File: src/rtl/flash_op_seq.sv
// Flash operation sequencer between the controller register front-end and
// the flash PHY. Accepts one read/program/page-erase/bank-erase operation at
// a time, range-checks it, then issues one PHY transaction per word (or one
// per erase) while streaming program data in and read data out.
// Optional build macro: FLASH_OP_SEQ_ABORT_EN adds op_abort_i, which ends a
// running operation early with an error.
module flash_op_seq #(
  parameter int Banks        = 2,
  parameter int PagesPerBank = 128,
  parameter int WordsPerPage = 256,
  parameter int BytesPerWord = 4,
  parameter int CntW         = 12,
  localparam int BkW  = (Banks > 1) ? $clog2(Banks) : 1,
  localparam int PgW  = $clog2(PagesPerBank),
  localparam int WdW  = $clog2(WordsPerPage),
  localparam int AW   = BkW + PgW + WdW,
  localparam int DW   = BytesPerWord * 8,
  localparam int BAW  = AW + $clog2(BytesPerWord)
) (
  input  logic            clk_i,
  input  logic            rst_ni,
  input  logic            op_valid_i,
  output logic            op_ready_o,
  input  logic [1:0]      op_type_i,
  input  logic [BAW-1:0]  op_addr_i,
  input  logic [CntW-1:0] op_num_i,
`ifdef FLASH_OP_SEQ_ABORT_EN
  input  logic            op_abort_i,
`endif
  input  logic            wdata_valid_i,
  output logic            wdata_ready_o,
  input  logic [DW-1:0]   wdata_i,
  output logic            rdata_valid_o,
  input  logic            rdata_ready_i,
  output logic [DW-1:0]   rdata_o,
  output logic            phy_req_o,
  output logic [1:0]      phy_op_o,
  output logic [BkW-1:0]  phy_bank_o,
  output logic [PgW-1:0]  phy_page_o,
  output logic [WdW-1:0]  phy_word_o,
  output logic [DW-1:0]   phy_wdata_o,
  input  logic            phy_ack_i,
  input  logic [DW-1:0]   phy_rdata_i,
  output logic            op_done_o,
  output logic            op_err_o,
  output logic [CntW:0]   words_done_o
);

  localparam int OffW = $clog2(BytesPerWord);
  localparam int unsigned MaxWord = Banks * PagesPerBank * WordsPerPage - 1;
  localparam int SumW   = ((AW > CntW) ? AW : CntW) + 1;
  localparam int PgSumW = ((WdW > CntW) ? WdW : CntW) + 1;

  localparam logic [1:0] OpRead  = 2'd0;
  localparam logic [1:0] OpProg  = 2'd1;
  localparam logic [1:0] OpPgErs = 2'd2;
  localparam logic [1:0] OpBkErs = 2'd3;

  typedef enum logic [2:0] {
    IDLE,
    CHECK,
    FETCH,
    ISSUE,
    RDHOLD,
    FINISH
  } state_e;

  state_e          state_q, state_d;
  logic [1:0]      op_q, op_d;
  logic [AW-1:0]   addr_q, addr_d;
  logic [CntW-1:0] num_q, num_d;
  logic [CntW:0]   cnt_q, cnt_d;
  logic [DW-1:0]   wdata_q, wdata_d;
  logic [DW-1:0]   rdata_q, rdata_d;
  logic            err_q, err_d;
  logic            misalign_q, misalign_d;

  logic [SumW-1:0]   rd_sum;
  logic [PgSumW-1:0] pg_sum;
  logic              rd_oob, pg_oob, last_word;
  logic              abort_now, abort_issue;

`ifdef FLASH_OP_SEQ_ABORT_EN
  logic abort_pend_q, abort_pend_d;

  assign abort_now   = op_abort_i;
  assign abort_issue = abort_pend_q | op_abort_i;

  // Remember an abort raised while a PHY transaction is in flight until it is acknowledged.
  always_comb begin
    abort_pend_d = 1'b0;
    if (state_q == ISSUE && !phy_ack_i) begin
      abort_pend_d = abort_pend_q | op_abort_i;
    end
  end

  // Pending-abort register.
  always_ff @(posedge clk_i) begin
    if (!rst_ni) begin
      abort_pend_q <= 1'b0;
    end else begin
      abort_pend_q <= abort_pend_d;
    end
  end
`else
  assign abort_now   = 1'b0;
  assign abort_issue = 1'b0;
`endif

  // Range checks: reads must not run off the end of flash, programs must stay in one page.
  always_comb begin
    rd_sum    = SumW'(addr_q) + SumW'(num_q);
    pg_sum    = PgSumW'(addr_q[WdW-1:0]) + PgSumW'(num_q);
    rd_oob    = rd_sum > SumW'(MaxWord);
    pg_oob    = pg_sum > PgSumW'(WordsPerPage - 1);
    last_word = (cnt_q == {1'b0, num_q});
  end

  // Next-state and datapath updates for the operation sequencer.
  always_comb begin
    state_d    = state_q;
    op_d       = op_q;
    addr_d     = addr_q;
    num_d      = num_q;
    cnt_d      = cnt_q;
    wdata_d    = wdata_q;
    rdata_d    = rdata_q;
    err_d      = err_q;
    misalign_d = misalign_q;
    unique case (state_q)
      IDLE: begin
        if (op_valid_i) begin
          op_d       = op_type_i;
          addr_d     = AW'(op_addr_i >> OffW);
          misalign_d = (op_addr_i & BAW'(BytesPerWord - 1)) != '0;
          num_d      = op_num_i;
          cnt_d      = '0;
          err_d      = 1'b0;
          state_d    = CHECK;
        end
      end
      CHECK: begin
        if (misalign_q || (op_q == OpRead && rd_oob) || (op_q == OpProg && pg_oob)) begin
          err_d   = 1'b1;
          state_d = FINISH;
        end else if (op_q == OpProg) begin
          state_d = FETCH;
        end else begin
          state_d = ISSUE;
        end
      end
      FETCH: begin
        if (abort_now) begin
          err_d   = 1'b1;
          state_d = FINISH;
        end else if (wdata_valid_i) begin
          wdata_d = wdata_i;
          state_d = ISSUE;
        end
      end
      ISSUE: begin
        if (phy_ack_i) begin
          unique case (op_q)
            OpRead: begin
              if (abort_issue) begin
                err_d   = 1'b1;
                state_d = FINISH;
              end else begin
                rdata_d = phy_rdata_i;
                state_d = RDHOLD;
              end
            end
            OpProg: begin
              cnt_d = cnt_q + (CntW+1)'(1);
              if (last_word || abort_issue) begin
                err_d   = abort_issue;
                state_d = FINISH;
              end else begin
                addr_d  = addr_q + AW'(1);
                state_d = FETCH;
              end
            end
            default: begin
              err_d   = abort_issue;
              state_d = FINISH;
            end
          endcase
        end
      end
      RDHOLD: begin
        if (rdata_ready_i) begin
          cnt_d = cnt_q + (CntW+1)'(1);
          if (last_word || abort_now) begin
            err_d   = abort_now;
            state_d = FINISH;
          end else begin
            addr_d  = addr_q + AW'(1);
            state_d = ISSUE;
          end
        end else if (abort_now) begin
          err_d   = 1'b1;
          state_d = FINISH;
        end
      end
      FINISH: begin
        state_d = IDLE;
      end
      default: begin
        state_d = IDLE;
      end
    endcase
  end

  // State and datapath registers.
  always_ff @(posedge clk_i) begin
    if (!rst_ni) begin
      state_q    <= IDLE;
      op_q       <= 2'd0;
      addr_q     <= '0;
      num_q      <= '0;
      cnt_q      <= '0;
      wdata_q    <= '0;
      rdata_q    <= '0;
      err_q      <= 1'b0;
      misalign_q <= 1'b0;
    end else begin
      state_q    <= state_d;
      op_q       <= op_d;
      addr_q     <= addr_d;
      num_q      <= num_d;
      cnt_q      <= cnt_d;
      wdata_q    <= wdata_d;
      rdata_q    <= rdata_d;
      err_q      <= err_d;
      misalign_q <= misalign_d;
    end
  end

  // PHY address decode; erases force the unused low fields to zero.
  always_comb begin
    phy_bank_o = addr_q[AW-1 -: BkW];
    phy_page_o = addr_q[WdW +: PgW];
    phy_word_o = addr_q[WdW-1:0];
    if (op_q == OpPgErs) begin
      phy_word_o = '0;
    end else if (op_q == OpBkErs) begin
      phy_page_o = '0;
      phy_word_o = '0;
    end
  end

  assign op_ready_o    = (state_q == IDLE);
  assign wdata_ready_o = (state_q == FETCH);
  assign phy_req_o     = (state_q == ISSUE);
  assign rdata_valid_o = (state_q == RDHOLD);
  assign op_done_o     = (state_q == FINISH);
  assign op_err_o      = (state_q == FINISH) && err_q;
  assign phy_op_o      = op_q;
  assign phy_wdata_o   = wdata_q;
  assign rdata_o       = rdata_q;
  assign words_done_o  = cnt_q;

endmodule
File: config.mk
export PLATFORM = sky130hd
export DESIGN_NAME = flash_op_seq
export DESIGN_NICKNAME = d
export VERILOG_FILES = /design/src/rtl/flash_op_seq.sv
export SDC_FILE = /design/constraint.sdc
export NUM_CORES = 1
export LEC_CHECK = 0
export BUFFER_PORTS_ARGS = -buffer_cell sky130_fd_sc_hd__buf_2
export CAP_MARGIN = 25
export CORE_MARGIN = 2
export CORE_UTILIZATION = 53
export DETAILED_ROUTE_END_ITERATION = 10
export PLACE_DENSITY = 0.9
export SLEW_MARGIN = 20
export SYNTH_ARGS = -nofsm -noshare
export SYNTH_HDL_FRONTEND = slang
export SYNTH_SLANG_ARGS = --single-unit
File: constraint.sdc
create_clock -name clk_i -period 6.07 [get_ports clk_i]
set_input_delay 1.821 -clock clk_i [delete_from_list [all_inputs] [get_ports clk_i]]
set_output_delay 1.821 -clock clk_i [all_outputs]
set_load 0.01 [all_outputs]
==> qor.txt <==
Status -> finished clean
Setup slack, reg-to-reg -> 3260 ps
Reg-to-reg critical path endpoint -> words_done_o[4]$_SDFFE_PN0P_
Number of stages on the worst setup path -> 7
Post-CTS Hold Buffers -> 0
Crit path cell chain -> buf_2 -> mux2i_1 -> nor3_2 -> a41o_1 -> nand2_1 -> nand2_1 -> nor2_1
Final period util -> 0.604
Worst path slowest cell -> nand2_1
Pwr per Cell Area -> 350 nW/um^2
Area Growth Syn to Fin -> 24.5%
Site row count -> 36
Setup Fix Bufs, Post-CTS -> 0
GPL Wtd Cong -> 0.923
Syn Inst Count -> 682
WL per Instance -> 14.5 um
Critical Path AT -> 3920 ps
Final net count -> 973
First-pass GRT wire length -> 22.6 mm
Overall Global Routing Usage -> 0.265
Minimum clock period -> 3670 ps
Setup Viol. Count Final -> 0
Number of buffers and inverters on the critical path -> 1
Worst setup path endpoint -> words_done_o[4]$_SDFFE_PN0P_
Die H -> 103 um
Ant. Diodes -> 0
Die width -> 103 um
Setup TNS -> 0 ps
CP required -> 6320 ps
Largest net degree at the start of global routing -> 52
Initial Util -> 0.539
Mapped Avg Cell Area -> 7.65 um^2
PostCTS Resize Cnt -> 0
Total iterations of the first detailed-routing run -> 6
Fmax -> 273 MHz
Cts bufs inserted -> 9
Worst Tran Pin Value -> 896 ps
Fill cells -> 851
Fin util -> 0.670
Cell depth of the worst flop-to-flop path -> 5
Synth warn -> 0
CP most frequent cell -> nand2_1
Io pins -> 203
Most common cell after layout, fill and taps aside -> buf_2
Synth cell types -> 57
Later-pin clock latency in the skew report -> 370 ps
Port Buffers -> 202
Post-route ant nets -> 0
Top_reg_cell synth -> dfxtp_1
Vias in the first global route -> 5,017
Critical Path Start Type -> primary input
CTS tree -> built
Power, Total -> 2.27 mW
Dpl cell area -> 6250 um^2
Leakage -> 2.89 nW
Async set or reset register ratio after synthesis -> 0
FF-to-FF Start -> phy_op_o[1]$_SDFFE_PN0P_
Crit-path max FO -> 17
Sequential fraction of the synthesis area -> 0.430
Total Wirelength -> 14.4 mm
Yosys top cell area share -> 0.430
Max clock buf depth -> 2
Post-DP HPWL -> 10.4 mm
Antenna violations before repair -> 0
Core region area -> 9680 um^2
RSZ-0062 raised after global routing -> false
Setup Skew -> 12.0 ps
Final Hold Fails -> 0
Clock sinks -> 112
Root buf cell -> clkbuf_8
HP Class -> register to register
Max transition margin -> 0.402
H-tree Lvls -> 3
Crit path capture type -> register
# Max-Cap Violations -> 0
Crit Path Category -> primary input to register
Synth Net Count -> 799
Commonest cells after routing, fill and taps aside -> 202 x buf_2, 192 x nand2_1, 112 x dfxtp_1
Crit path largest cell delay -> 540 ps
Post-Syn Area -> 5220 um^2
Synth area leaders -> dfxtp_1 43%, nand2_1 14%, a21oi_1 10%, ha_1 3.4%, xor2_1 3.0%
Post-synth EDFFs -> 0
Yosys reg bits -> 112
CP startpoint -> rdata_ready_i
Share of cells above drive strength 1 -> 0.271
DR vias/cell -> 5.46
Die ar. -> 10,700 um^2
Cell taking the most area after synthesis -> dfxtp_1
Final slew viol count -> 0
Family with the most delay on the worst path -> simple AND/OR/NAND/NOR gates
Clock transition at the registers of the reported paths -> 110 ps
Grt ovf -> 0
Max VDD drop -> 0.000193 V
Drc violations -> 0
Via Count -> 5,426
Post-Layout Inst Area -> 6490 um^2
Drt initial violations -> 240
-- layout make-up --
type / instances / area (um^2) / area share
well taps: 133 / 166 / 0.0256
repair buffers: 206 / 1060 / 0.163
clock inverters: 6 / 100 / 0.0154
inverters: 12 / 45.0 / 0.00694
flip-flops and latches: 112 / 2240 / 0.345
clock buffers: 10 / 128 / 0.0197
multi-input cells: 515 / 2760 / 0.424
-- logic make-up (layout without fill, tap and decap cells) --
family,after synthesis,count (layout),share of synthesized area
adder cells (fa/ha/maj),15,15,0.0374
XOR/XNOR,24,24,0.0403
AND/OR/NAND/NOR,316,316,0.268
multiplexers,2,2,0.00384
AO/OA/AOI/OAI,158,158,0.178
buffers and inverters,55,234,0.0432
flip-flops,112,112,0.430
-- synth_stat cells, types with 2 or more instances --
cell	n
nand2_1	192
dfxtp_1	112
a21oi_1	106
nor2_1	35
clkbuf_1	32
nor3_1	19
xor2_1	18
ha_1	14
nand3_1	14
o21ai_0	14
nand4_1	12
inv_1	10
buf_2	9
nor2b_1	8
nor4_1	8
and2_1	7
xnor2_1	6
and3_1	5
o31ai_1	5
a211oi_1	3
a21o_1	3
o32ai_1	3
a211o_1	2
and2b_1	2
and4_1	2
buf_4	2
inv_2	2
mux2i_1	2
nand2b_1	2
nor4b_1	2
o211ai_1	2
o22ai_1	2
o311a_1	2
o31a_1	2
-- layer usage --
layer  part of all wire  GRT usage  vias up
li1                   -          -     2668
met1               0.40      0.316     2483
met2               0.49      0.456      242
met3              0.085     0.0645       33
met4              0.023      0.117        0
met5                  0          0        -
-- worst min-delay path, stage by stage, from the launching register on --
cell	delay (ps)
dfxtp_1	320
inv_1	40
a21oi_1	50
-- worst min-delay path by stage --
stage / depth (start not counted) / startpoint / endpoint
CTS: 2 / err_q$_SDFFE_PN0P_ / err_q$_SDFFE_PN0P_
finish: 2 / err_q$_SDFFE_PN0P_ / err_q$_SDFFE_PN0P_
global route: 2 / rdata_o[23]$_SDFFE_PN0P_ / rdata_o[23]$_SDFFE_PN0P_
detailed placement: 2 / err_q$_SDFFE_PN0P_ / err_q$_SDFFE_PN0P_
floorplan: 2 / err_q$_SDFFE_PN0P_ / err_q$_SDFFE_PN0P_
global placement: 2 / err_q$_SDFFE_PN0P_ / err_q$_SDFFE_PN0P_
-- per-stage QoR --
step | setup WS, ps | cells | hold WS (ps)
after CTS | 2480 | 993 | 451
after detailed placement | 2090 | 977 | 434
after floorplan | 2920 | 682 | 417
after global routing | 2220 | 994 | 478
after global placement | 2160 | 976 | 435
final | 2400 | 994 | 444
-- power breakdown --
group	internal [mW]	total, mW	switching [mW]	leakage, nW
combinational	0.291	0.782	0.491	1.86
sequential	0.845	0.986	0.142	0.909
clock	0.241	0.505	0.264	0.115
total	1.38	2.27	0.897	2.89
-- state kept, by name (all words and copies together) (netlist names) --
signal / count
addr_q: 16
rdata_o: 32
phy_wdata_o: 32
state_q: 3
err_q: 1
words_done_o: 13
phy_op_o: 2
misalign_q: 1
num_q: 12
Power figures use the tool's default switching activity.
